===== src/rtl/conv_mac_engine.sv =====
// Convolution MAC engine: one KSIZE x KSIZE window per beat, one tap per cycle,
// channels accumulate across beats until the last one, then bias/shift/ReLU/saturate.
module conv_mac_engine #(
  parameter int DATA_WIDTH = 8,
  parameter int ACC_WIDTH  = 32,
  parameter int OUT_WIDTH  = 8,
  parameter int KSIZE      = 3
) (
  input  logic                                  clk_i,
  input  logic                                  rst_ni,
  input  logic                                  in_valid_i,
  output logic                                  in_ready_o,
  input  logic [KSIZE*KSIZE*DATA_WIDTH-1:0]     window_i,
  input  logic [KSIZE*KSIZE*DATA_WIDTH-1:0]     weight_i,
  input  logic                                  last_i,
  input  logic signed [ACC_WIDTH-1:0]           bias_i,
  input  logic [4:0]                            cfg_shift_i,
  input  logic                                  cfg_relu_i,
  output logic                                  out_valid_o,
  input  logic                                  out_ready_i,
  output logic signed [OUT_WIDTH-1:0]           out_data_o,
  output logic                                  busy_o
);

  localparam int TAPS   = KSIZE * KSIZE;
  localparam int IDX_W  = (TAPS > 1) ? $clog2(TAPS) : 1;
  localparam int PROD_W = 2 * DATA_WIDTH;
  localparam logic signed [ACC_WIDTH-1:0] OUT_MAX =
    (ACC_WIDTH'(1) <<< (OUT_WIDTH - 1)) - ACC_WIDTH'(1);
  localparam logic signed [ACC_WIDTH-1:0] OUT_MIN = ~OUT_MAX;

  typedef enum logic [1:0] {IDLE, MAC, OUT} state_t;

  state_t state_q, state_d;

  logic [TAPS*DATA_WIDTH-1:0]      win_p0, wgt_p0;
  logic                            last_p0;
  logic signed [ACC_WIDTH-1:0]     bias_p0;
  logic [4:0]                      shift_p0;
  logic                            relu_p0;
  logic [IDX_W-1:0]                idx_p0;
  logic signed [ACC_WIDTH-1:0]     acc_p0;
  logic signed [OUT_WIDTH-1:0]     out_p1;

  logic signed [DATA_WIDTH-1:0]    win_tap [TAPS];
  logic signed [DATA_WIDTH-1:0]    wgt_tap [TAPS];
  logic signed [PROD_W-1:0]        prod;
  logic signed [ACC_WIDTH-1:0]     acc_next;
  logic                            accept, final_tap, out_fire;

  function automatic logic signed [OUT_WIDTH-1:0] sat_out(input logic signed [ACC_WIDTH-1:0] v);
    if (v > OUT_MAX) return OUT_MAX[OUT_WIDTH-1:0];
    if (v < OUT_MIN) return OUT_MIN[OUT_WIDTH-1:0];
    return v[OUT_WIDTH-1:0];
  endfunction

  // Floor shift happens before ReLU so that small negatives still clamp to zero.
  function automatic logic signed [ACC_WIDTH-1:0] shift_relu(input logic signed [ACC_WIDTH-1:0] v,
                                                             input logic [4:0] sh,
                                                             input logic relu);
    logic signed [ACC_WIDTH-1:0] s;
    s = v >>> sh;
    if (relu && (s < 0)) s = '0;
    return s;
  endfunction

  for (genvar t = 0; t < TAPS; t++) begin : g_tap
    assign win_tap[t] = win_p0[t*DATA_WIDTH +: DATA_WIDTH];
    assign wgt_tap[t] = wgt_p0[t*DATA_WIDTH +: DATA_WIDTH];
  end

  assign in_ready_o  = (state_q == IDLE);
  assign busy_o      = (state_q != IDLE);
  assign out_valid_o = (state_q == OUT);
  assign out_data_o  = out_p1;

  assign accept    = in_valid_i && in_ready_o;
  assign final_tap = (state_q == MAC) && (idx_p0 == IDX_W'(TAPS - 1));
  assign out_fire  = out_valid_o && out_ready_i;

  assign prod     = win_tap[idx_p0] * wgt_tap[idx_p0];
  assign acc_next = acc_p0 + {{(ACC_WIDTH-PROD_W){prod[PROD_W-1]}}, prod};

  always_ff @(posedge clk_i or negedge rst_ni) begin
    if (!rst_ni) state_q <= IDLE;
    else         state_q <= state_d;
  end

  always_comb begin
    state_d = state_q;
    unique case (state_q)
      IDLE:    if (in_valid_i) state_d = MAC;
      MAC:     if (final_tap)  state_d = last_p0 ? OUT : IDLE;
      OUT:     if (out_ready_i) state_d = IDLE;
      default: state_d = IDLE;
    endcase
  end

  // Stage p0: beat capture (pure data, no reset)
  always_ff @(posedge clk_i) begin
    if (accept) begin
      win_p0   <= window_i;
      wgt_p0   <= weight_i;
      last_p0  <= last_i;
      bias_p0  <= bias_i;
      shift_p0 <= cfg_shift_i;
      relu_p0  <= cfg_relu_i;
    end
  end

  // Stage p0->p1: tap accumulation and output formatting on the final tap
  always_ff @(posedge clk_i or negedge rst_ni) begin
    if (!rst_ni) begin
      acc_p0 <= '0;
      idx_p0 <= '0;
      out_p1 <= '0;
    end else if (accept) begin
      idx_p0 <= '0;
    end else if (state_q == MAC) begin
      acc_p0 <= acc_next;
      idx_p0 <= final_tap ? '0 : idx_p0 + IDX_W'(1);
      if (final_tap && last_p0)
        out_p1 <= sat_out(shift_relu(acc_next + bias_p0, shift_p0, relu_p0));
    end else if (out_fire) begin
      acc_p0 <= '0;
    end
  end

endmodule


===== config.mk =====
export PLATFORM = sky130hd
export DESIGN_NAME = conv_mac_engine
export DESIGN_NICKNAME = d
export VERILOG_FILES = /design/src/rtl/conv_mac_engine.sv
export SDC_FILE = /design/constraint.sdc
export NUM_CORES = 1
export LEC_CHECK = 0
export ABC_CLOCK_PERIOD_IN_PS = 13400
export BUFFER_PORTS_ARGS = -buffer_cell sky130_fd_sc_hd__buf_4
export CELL_PAD_IN_SITES_DETAIL_PLACEMENT = 1
export CELL_PAD_IN_SITES_GLOBAL_PLACEMENT = 1
export CORE_ASPECT_RATIO = 1.5
export CORE_UTILIZATION = 35
export DETAILED_ROUTE_END_ITERATION = 10
export HOLD_SLACK_MARGIN = 0.12
export PLACE_DENSITY_LB_ADDON = 0.12
export SETUP_SLACK_MARGIN = 0.4
export SYNTH_ARGS = -nofsm -noshare
export SYNTH_HDL_FRONTEND = slang
export SYNTH_SLANG_ARGS = --single-unit

===== constraint.sdc =====
create_clock -name clk_i -period 13.4 [get_ports clk_i]
set_input_delay 0.67 -clock clk_i [delete_from_list [all_inputs] [get_ports clk_i]]
set_output_delay 0.67 -clock clk_i [all_outputs]
set_load 0.02 [all_outputs]

==> summary.md, run 1 <==
| Metric | Value |
|---|---|
| DRC errors left | `0` |
| Biggest area consumer among synthesized cells | `edfxtp_1` |
| Full die area | `49300 µm²` |
| YS warnings | `0` |
| Drt via density | `5.61` |
| Die Wd | `182 µm` |
| Root Driver | `clkbuf_16` |
| Initial antenna violation count | `0` |
| Crit. End Element | `flip-flop` |
| Post-Route WL | `53000 µm` |
| I/O Buffers | `between 150 and 200` |
| Vias in the first global route | `15000` |
| Final Max Tran Viols | `0` |
| Commonest non-fill, non-tap cells in the layout | `buf_4, edfxtp_1, nor2_1` |
| Largest net degree at the start of global routing | `113` |
| Via count | `13500` |
| Critical path type | `flip-flop to flip-flop` |
| Pre-Repair DR Iteration Count | `5` |
| Final hold vios | `0` |
| DIE HEIGHT | `about 270 µm` |
| Layout Skew | `roughly 15 ps` |
| Overall Global Routing Usage | `0.214` |
| Worst slew pin tran | `1060 ps` |
| Max Fanout on Critical Path | `30` |
| # clock sinks | `229` |
| Routability-driven placement congestion ratio | `0.917` |
| CP max-delay cell | `o21ai_0` |
| Setup TNS | `0 ps` |
| Htree depth | `1` |
| Mapped Cells | `1591` |
| Layout cells sized above 1 | `0.220` |
| Most used DFF post-synth | `edfxtp_1` |
| WL/cell | `22.1 µm` |
| Yosys cell types | `107` |
| Hold WC Path Type | `input pin to async pin` |
| Num ports | `198` |
| Ys async rst share | `0.201` |
| Worst-case reg-to-reg path depth | `39` |
| EDFF count, synth | `~180` |
| Fillers | `between 5000 and 6000` |
| CTS buffer count | `27` |
| Row Count | `98` |
| Most used cell, CP | `a21oi_1` |
| Nets | `2121` |
| Hold Buf Count CTS | `0` |
| Post-route ant nets | `0` |
| CTS tree | `yes` |
| Core Footprint | `47700 µm²` |
| First-pass GRT wire length | `82000 µm` |
| Register area share after synthesis | `0.392` |
| Final instance area | `20100 µm²` |
| Fin Hold WS | `147 ps` |
| R2R setup slack | `around 1100 ps` |
| Final Non-Filler Cells | `approximately 2400` |
| Avg Cell Area, Syn | `~11 µm²` |
| Diode count | `0` |
| Final min period | `12260 ps` |
| Final period utilization | `0.915` |
| Hpwl dp | `41700 µm` |
| Syn Std Cell Area | `around 17000 µm²` |
| Overflow after GRT | `0` |
| CP max stage delay | `just under 700 ps` |
| Status | `complete, no violations` |
| FF+latch count, synth | `229` |
| DR iter-0 viols | `483` |
| Initial Utilization | `0.355` |
| Most common cell after layout, fill and taps aside | `buf_4` |
| Syn nets | `1928` |
| Rel. slew slack | `0.291` |
| Final Setup Violations | `0` |
| Max Clk Rate | `just over 80 MHz` |
| CTS clock-pin slew for the worst setup and hold paths | `roughly 60 ps` |
| Worst Path Arrival | `12750 ps` |
| Worst setup SP type | `flip-flop` |
| Critical path required time | `13890 ps` |
| Placed cells | `2350` |
| Clock Latency Late Sink | `580 ps` |
| Maximum buffer depth of the clock tree | `3` |
| RSZ-0062 raised after global routing | `true` |
| Top cells by area, synth | `edfxtp_1, ha_1, dfrtp_1` |
| Maxcap violations | `0` |
| Area Overhead vs Synth | `18.6%` |
| Post-DP Area | `19100 µm²` |
| Share of the synthesized area in the top cell type | `0.324` |
[worst max-delay path: cells and delay by family (launching register included)]
family,cells,cell delay (ps)
buffers and inverters,3,400
multiplexers,4,1470
flip-flops,1,540
AO/OA/AOI/OAI,18,5220
AND/OR/NAND/NOR,5,990
adder cells (fa/ha/maj),7,3180
XOR/XNOR,2,340
[Yosys cell counts (9+ instances only)]
| master | n |
|---|---|
| nand2b_1 | 20 |
| nor3_1 | 47 |
| a21oi_1 | 100 |
| fa_1 | 57 |
| a21o_1 | 26 |
| xor2_1 | 15 |
| mux2i_1 | 34 |
| xnor2_1 | 43 |
| a31oi_1 | 10 |
| a211oi_1 | 32 |
| clkbuf_1 | 37 |
| nand4_1 | 9 |
| edfxtp_1 | 183 |
| or2_2 | 13 |
| a22o_1 | 33 |
| ha_1 | 93 |
| nand3_1 | 27 |
| nand2_1 | 76 |
| o21a_1 | 16 |
| nor2_1 | 173 |
| buf_1 | 10 |
| o21bai_1 | 16 |
| o31ai_1 | 10 |
| and2_1 | 12 |
| mux4_2 | 40 |
| inv_1 | 99 |
| o21ai_0 | 76 |
| o211ai_1 | 20 |
| and3_1 | 12 |
| dfrtp_1 | 46 |
| o2111ai_1 | 10 |
[through the flow]
step,worst slack (ps),utilization
after floorplan,1490,-
after global placement,780,0.400
after detailed placement,497,0.400
after CTS,465,0.419
after global routing,344,0.421
final,1140,0.421
[sequential cells by signal, summed over array words and instances (netlist names)]
name        cells
acc_p0         32
bias_p0        32
idx_p0          4
last_p0         1
out_data_o      8
relu_p0         1
shift_p0        5
state_q         2
wgt_p0         72
win_p0         72
[cells by family (layout without fill, tap and decap cells)]
group,after synthesis,count (layout),share of synthesized area
simple gates,444,445,0.128
flops,229,229,0.392
fa+ha+maj,150,150,0.136
mux,83,83,0.0804
buf+inv,175,387,0.0454
xor+xnor,58,58,0.0300
compound gates,452,452,0.188
[repair_timing]
action                                  in CTS  in global routing
buffers inserted                             0                  4
resized for setup                            0                 19
endpoints found under the setup margin       0                  7
[layout make-up]
type                            instances  area, µm²  area share
Multi-Input combinational cell       1188       9620       0.479
Sequential cell                       229       6650       0.331
Timing Repair Buffer                  235       1790      0.0891
Tap cell                              600        751      0.0374
Clock buffer                           33        698      0.0348
Inverter                              103        392      0.0195
Clock inverter                         16        185     0.00922
[per-layer routing]
metal / GRT usage / share of wire / vias to the layer above
met5: 0 / 0 / -
met3: 0.0321 / 0.037 / 115
met1: 0.215 / 0.36 / 6699
met2: 0.427 / 0.56 / 295
li1: - / - / 6375
met4: 0.0943 / 0.045 / 0
[final timing paths]
| path | startpoint | end |
|---|---|---|
| max in group asynchronous | rst_ni | idx_p0[0]$_DFFE_PN0P_ |
| worst max register to register | idx_p0[0]$_DFFE_PN0P_ | out_data_o[4]$_DFFE_PN0P_ |
| worst min-delay path | rst_ni | out_data_o[1]$_DFFE_PN0P_ |
| worst max-delay path | idx_p0[0]$_DFFE_PN0P_ | out_data_o[4]$_DFFE_PN0P_ |
| min in group clk_i | window_i[67] | win_p0[67]$_DFFE_PP_ |
| worst min register to register | out_data_o[7]$_DFFE_PN0P_ | out_data_o[7]$_DFFE_PN0P_ |
Power of run 1 is not shown: default switching activity piles up to over one toggle a cycle in this logic, so the estimate is an artifact.
==> run 2: changes to the inputs <==
--- a/config.mk
+++ b/config.mk
@@ -13,7 +13,7 @@
 export CORE_UTILIZATION = 35
 export DETAILED_ROUTE_END_ITERATION = 10
 export HOLD_SLACK_MARGIN = 0.12
-export PLACE_DENSITY_LB_ADDON = 0.12
+export PLACE_DENSITY = 0.74
 export SETUP_SLACK_MARGIN = 0.4
 export SYNTH_ARGS = -nofsm -noshare
 export SYNTH_HDL_FRONTEND = slang
==> summary.md, run 2 (synthesis gave the netlist of run 1 again) <==
| Metric | Value |
|---|---|
| Overflow after GRT | `0 (unchanged)` |
| Num ports | `198 (unchanged)` |
| Final hold vios | `0 (unchanged)` |
| Final min period | `12260 ps (-2.31 ps)` |
| CTS tree | `yes` |
| CTS buffer count | `26 (-3.7%)` |
| Commonest non-fill, non-tap cells in the layout | `buf_4, edfxtp_1, nor2_1` |
| Drt via density | `5.65 (+0.67%)` |
| Met1 usage | `0.213 (-0.00210)` |
| Status | `complete, no violations` |
| Util after Layout | `0.420 (-0.00163)` |
| Crit. End Element | `flip-flop` |
| Fillers | `5230 (-0.59%)` |
| Pre-Repair DR Iteration Count | `5 (unchanged)` |
| CP max stage delay | `610 ps (-70 ps)` |
| Nets | `2118 (-0.14%)` |
| Row Count | `98 (unchanged)` |
| Post-route ant nets | `0 (unchanged)` |
| Max Clk Rate | `81.6 MHz (about the same)` |
| Multi-input logic area | `9570 µm² (-0.57%)` |
| Core Footprint | `47700 µm² (unchanged)` |
| DIE HEIGHT | `271 µm (unchanged)` |
| Final Max Tran Viols | `0 (unchanged)` |
| Die Wd | `182 µm (unchanged)` |
| Final period utilization | `0.915 (about the same)` |
| Biggest regs | `wgt_p0: 72 flops, win_p0: 72 flops` |
| Family with the most delay on the worst path | `compound AO/OA/AOI/OAI gates` |
| Final Setup Violations | `0 (unchanged)` |
| Rel. slew slack | `0.219 (-0.0720)` |
| First-pass GRT wire length | `81300 µm (-0.76%)` |
| Vias in the first global route | `14900 (-0.13%)` |
| Maxcap violations | `0 (unchanged)` |
| Most used cell, CP | `a21oi_1` |
| Hold WC Path Type | `input pin to async pin` |
| Hpwl dp | `41300 µm (-1.1%)` |
| Most used routing layer | `met2` |
| Largest net degree at the start of global routing | `95 (-16%)` |
| Critical path type | `flip-flop to flip-flop` |
| Area Overhead vs Synth | `18.2%` |
| WL/cell | `21.9 µm (-0.92%)` |
| Layout cells sized above 1 | `0.217 (-0.00352)` |
| Critical path required time | `13870 ps (-20 ps)` |
| RSZ-0062 raised after global routing | `false` |
| CP max-delay cell | `a22oi_1` |
| DRC errors left | `0 (unchanged)` |
| Root Driver | `clkbuf_16` |
| Hold Buf Count CTS | `0 (unchanged)` |
| Worst slew pin tran | `1170 ps (+108 ps)` |
| DR iter-0 viols | `646 (+34%)` |
| Maximum buffer depth of the clock tree | `3 (unchanged)` |
| Setup TNS | `0 ps (unchanged)` |
| Worst Path Arrival | `12730 ps (-20 ps)` |
| Worst setup SP type | `flip-flop` |
| Worst path buffer plus inverter count | `3 (unchanged)` |
| I/O Buffers | `197 (unchanged)` |
| Routability-driven placement congestion ratio | `0.944 (+3.0%)` |
| # clock sinks | `229 (unchanged)` |
| Post-Route WL | `52500 µm (-1.0%)` |
| CTS clock-pin slew for the worst setup and hold paths | `70 ps (about the same)` |
| Most common cell after layout, fill and taps aside | `buf_4` |
| Htree depth | `1 (unchanged)` |
| Initial Utilization | `0.355 (unchanged)` |
| Initial antenna violation count | `0 (unchanged)` |
| Via count | `13600 (+0.55%)` |
| Overall Global Routing Usage | `0.211 (-0.00341)` |
| Max Fanout on Critical Path | `16 (-47%)` |
| Layout Skew | `32.8 ps (+18.0 ps)` |
| Full die area | `49300 µm² (unchanged)` |
| Clock Latency Late Sink | `580 ps (about the same)` |
| Diode count | `0 (unchanged)` |
| Met2 usage | `0.421 (-0.00638)` |
| FF/Latch Area | `6650 µm² (about the same)` |
| Global routing usage on met3 | `0.0337 (+0.00161)` |
[run 2: repair_timing]
item | CTS | global route
setup buffers | 0 | 9
resized for setup | 1 | 8
endpoints found under the setup margin | 2 | 7
gates cloned | 0 | 1
pin swaps | 0 | 3
hold endpoints to repair | 0 | 0
[run 2: worst paths after layout]
kind	start	end	slack, ps	cells after the start
hold / removal	rst_ni	out_data_o[7]$_DFFE_PN0P_	160	1
min in group clk_i	window_i[59]	win_p0[59]$_DFFE_PP_	270	1
hold reg to reg	out_data_o[7]$_DFFE_PN0P_	out_data_o[7]$_DFFE_PN0P_	480	1
setup / recovery	idx_p0[0]$_DFFE_PN0P_	out_data_o[1]$_DFFE_PN0P_	1140	44
setup reg to reg	idx_p0[0]$_DFFE_PN0P_	out_data_o[1]$_DFFE_PN0P_	1140	44
max in group asynchronous	rst_ni	idx_p0[0]$_DFFE_PN0P_	12680	1
[run 2: per-stage QoR]
| stage | cell area [µm²] | setup slack, ps | instances | hold WS (ps) |
|---|---|---|---|---|
| finish | 20000 | 1140 | 2401 | 157 |
| global route | 20000 | 390 | 2401 | 191 |
| CTS | 19900 | 646 | 2391 | 171 |
| detailed placement | 19000 | 397 | 2343 | 472 |
| global placement | 19000 | 872 | 2343 | 464 |
| floorplan | 16900 | 1490 | 1591 | 374 |
[run 2: final cells by class]
| type | instances | share of cell area |
|---|---|---|
| Clock inverter | 16 | 0.00850 |
| Timing Repair Buffer | 233 | 0.0893 |
| Clock buffer | 32 | 0.0347 |
| Tap cell | 600 | 0.0375 |
| Multi-Input combinational cell | 1188 | 0.478 |
| Inverter | 103 | 0.0196 |
| Sequential cell | 229 | 0.332 |
[run 2: routing by layer]
| layer | up-vias | routed length (µm) |
|---|---|---|
| li1 | 6351 | - |
| met1 | 6762 | 18800 |
| met2 | 343 | 29200 |
| met3 | 102 | 2260 |
| met4 | 0 | 2170 |
| met5 | - | 0 |
[run 2: worst register-to-register path, delay by kind of cell, from the launching register on]
| kind | cells | cell delay, ps |
|---|---|---|
| compound gates | 21 | 4770 |
| xor+xnor | 2 | 320 |
| fa+ha+maj | 7 | 3010 |
| buf+inv | 3 | 600 |
| flops | 1 | 510 |
| mux | 2 | 840 |
| simple gates | 9 | 2120 |
Power of run 2 is left out for the same reason.
==> run 3: changes to the inputs <==
--- a/config.mk
+++ b/config.mk
@@ -10,10 +10,10 @@
 export CELL_PAD_IN_SITES_DETAIL_PLACEMENT = 1
 export CELL_PAD_IN_SITES_GLOBAL_PLACEMENT = 1
 export CORE_ASPECT_RATIO = 1.5
-export CORE_UTILIZATION = 35
+export CORE_UTILIZATION = 47
 export DETAILED_ROUTE_END_ITERATION = 10
 export HOLD_SLACK_MARGIN = 0.12
-export PLACE_DENSITY = 0.74
+export PLACE_DENSITY = 0.92
 export SETUP_SLACK_MARGIN = 0.4
 export SYNTH_ARGS = -nofsm -noshare
 export SYNTH_HDL_FRONTEND = slang
==> summary.md, run 3 (synthesis gave the netlist of run 1 again) <==
| Metric | Value |
|---|---|
| DP Worst Slack | `-139 ps (-536 ps)` |
| CTS clock-pin slew for the worst setup and hold paths | `70 ps (about the same)` |
| Post-Route WL | `60600 µm (+16%)` |
| # clock sinks | `229 (unchanged)` |
| CP max-delay cell | `mux4_1` |
| Critical path type | `flip-flop to flip-flop` |
| Crit. End Element | `flip-flop` |
| Hpwl dp | `43900 µm (+6.3%)` |
| Final Setup Violations | `0 (unchanged)` |
| Final period utilization | `0.943 (+0.0279)` |
| Commonest non-fill, non-tap cells in the layout | `buf_4, edfxtp_1, nor2_1` |
| Hold WC Path Type | `input pin to async pin` |
| Critical path required time | `13810 ps (-60 ps)` |
| CTS buffer count | `24 (-7.7%)` |
| Htree depth | `1 (unchanged)` |
| Drt via density | `6.38 (+13%)` |
| Row Count | `84 (-14%)` |
| Most used cell, CP | `a21oi_1` |
| DIE HEIGHT | `234 µm (-14%)` |
| Area Overhead vs Synth | `18.0% (about the same)` |
| Final hold vios | `0 (unchanged)` |
| Hold Buf Count CTS | `0 (unchanged)` |
| Most common cell after layout, fill and taps aside | `buf_4` |
| Full die area | `36800 µm² (-25%)` |
| Worst Setup SP | `idx_p0[0]$_DFFE_PN0P_` |
| Layout cells sized above 1 | `0.222 (+0.00580)` |
| Fillers | `3788 (-28%)` |
| Worst r2r src | `idx_p0[0]$_DFFE_PN0P_` |
| First-pass GRT wire length | `90100 µm (+11%)` |
| Initial antenna violation count | `0 (unchanged)` |
| Die Wd | `157 µm (-14%)` |
| Layout Skew | `20.3 ps (-12.6 ps)` |
| Core Footprint | `35300 µm² (-26%)` |
| Diode count | `0 (unchanged)` |
| Maxcap violations | `0 (unchanged)` |
| CP max stage delay | `600 ps (about the same)` |
| Overall Global Routing Usage | `0.328 (+0.117)` |
| DR iter-0 viols | `882 (+37%)` |
| PnR worst setup slack | `767 ps (-374 ps)` |
| Max Fanout on Critical Path | `15 (-1)` |
| Vias in the first global route | `15700 (+5.3%)` |
| Num ports | `198 (unchanged)` |
| Maximum buffer depth of the clock tree | `3 (unchanged)` |
| DRC errors left | `0 (unchanged)` |
| Status | `complete, no violations` |
| Root Driver | `clkbuf_16` |
| Final min period | `12630 ps (+374 ps)` |
| I/O Buffers | `197 (unchanged)` |
| Nets | `2110 (-0.38%)` |
| Rel. slew slack | `0.204 (-0.0147)` |
| Max Clk Rate | `79.2 MHz (-3.0%)` |
| Final Max Tran Viols | `0 (unchanged)` |
| Post-route ant nets | `0 (unchanged)` |
| Biggest regs | `wgt_p0: 72 flops, win_p0: 72 flops` |
| Via count | `14400 (+6.5%)` |
| RSZ-0062 raised after global routing | `true` |
| Worst setup SP type | `flip-flop` |
| Largest net degree at the start of global routing | `123 (+29%)` |
| Initial Utilization | `0.480 (+0.125)` |
| CTS tree | `yes` |
| Pre-Repair DR Iteration Count | `7 (+2)` |
| Worst Path Arrival | `13050 ps (+320 ps)` |
| Clock Latency Late Sink | `560 ps (-20 ps)` |
| Routability-driven placement congestion ratio | `0.967 (+2.4%)` |
| WL/cell | `26.8 µm (+23%)` |
| Worst slew pin tran | `1180 ps (+7.14 ps)` |
| Overflow after GRT | `0 (unchanged)` |
==> run 3: path summary, 6_finish.rpt <==
check / cells past startpoint / end / slack, ps
max in group asynchronous: 1 / idx_p0[0]$_DFFE_PN0P_ / 12720
worst max register to register: 46 / out_data_o[0]$_DFFE_PN0P_ / 770
worst max-delay path: 46 / out_data_o[0]$_DFFE_PN0P_ / 770
worst min-delay path: 1 / out_data_o[5]$_DFFE_PN0P_ / 140
worst min register to register: 1 / out_data_o[7]$_DFFE_PN0P_ / 480
min in group clk_i: 1 / wgt_p0[3]$_DFFE_PP_ / 280
==> run 3: final cells by class <==
type | instances | area [µm²] | area share
clock buffer | 27 | 633 | 0.0317
clock inverter | 16 | 307 | 0.0153
inverter | 103 | 392 | 0.0196
multi-input combinational | 1188 | 9690 | 0.485
sequential | 229 | 6650 | 0.333
tap | 473 | 592 | 0.0296
timing repair buffer | 227 | 1730 | 0.0864
==> run 3: worst max-delay path: cells and delay by family (launching register included) <==
kind	cells	cell delay [ps]
adders and majority gates	7	3170
AOI/OAI and AO/OA	20	4020
xor gates and xnor gates	2	280
buffers and inverters	6	910
and+or+nand+nor	7	1690
DFF	1	570
muxes	4	1800
==> run 3: metal layers <==
metal / wire, µm / up-vias / GRT usage
li1: - / 6354 / -
met1: 20600 / 7164 / 0.327
met2: 31800 / 677 / 0.611
met3: 3550 / 241 / 0.0539
met4: 4650 / 0 / 0.234
met5: 0 / - / 0
==> run 3: stage by stage <==
stage / setup TNS, ps / utilization / std cells / hold slack [ps] / cell area (µm²)
final: 0 / 0.566 / 2263 / 138 / 20000
after global routing: 0 / 0.566 / 2263 / 187 / 20000
after CTS: 0 / 0.560 / 2248 / 163 / 19800
after detailed placement: -768 / 0.531 / 2204 / 469 / 18800
after global placement: 0 / 0.531 / 2204 / 464 / 18800
after floorplan: 0 / - / 1591 / 374 / 16900
==> run 3: repair_timing <==
action                                  in CTS  in global routing
setup buffers                                1                 14
pin swaps                                    1                  5
endpoints found under the setup margin       7                  7
endpoints found under the hold margin        0                  0
gates resized for setup                     14                 20
cloned                                       0                  1
Power of run 3 is left out for the same reason.
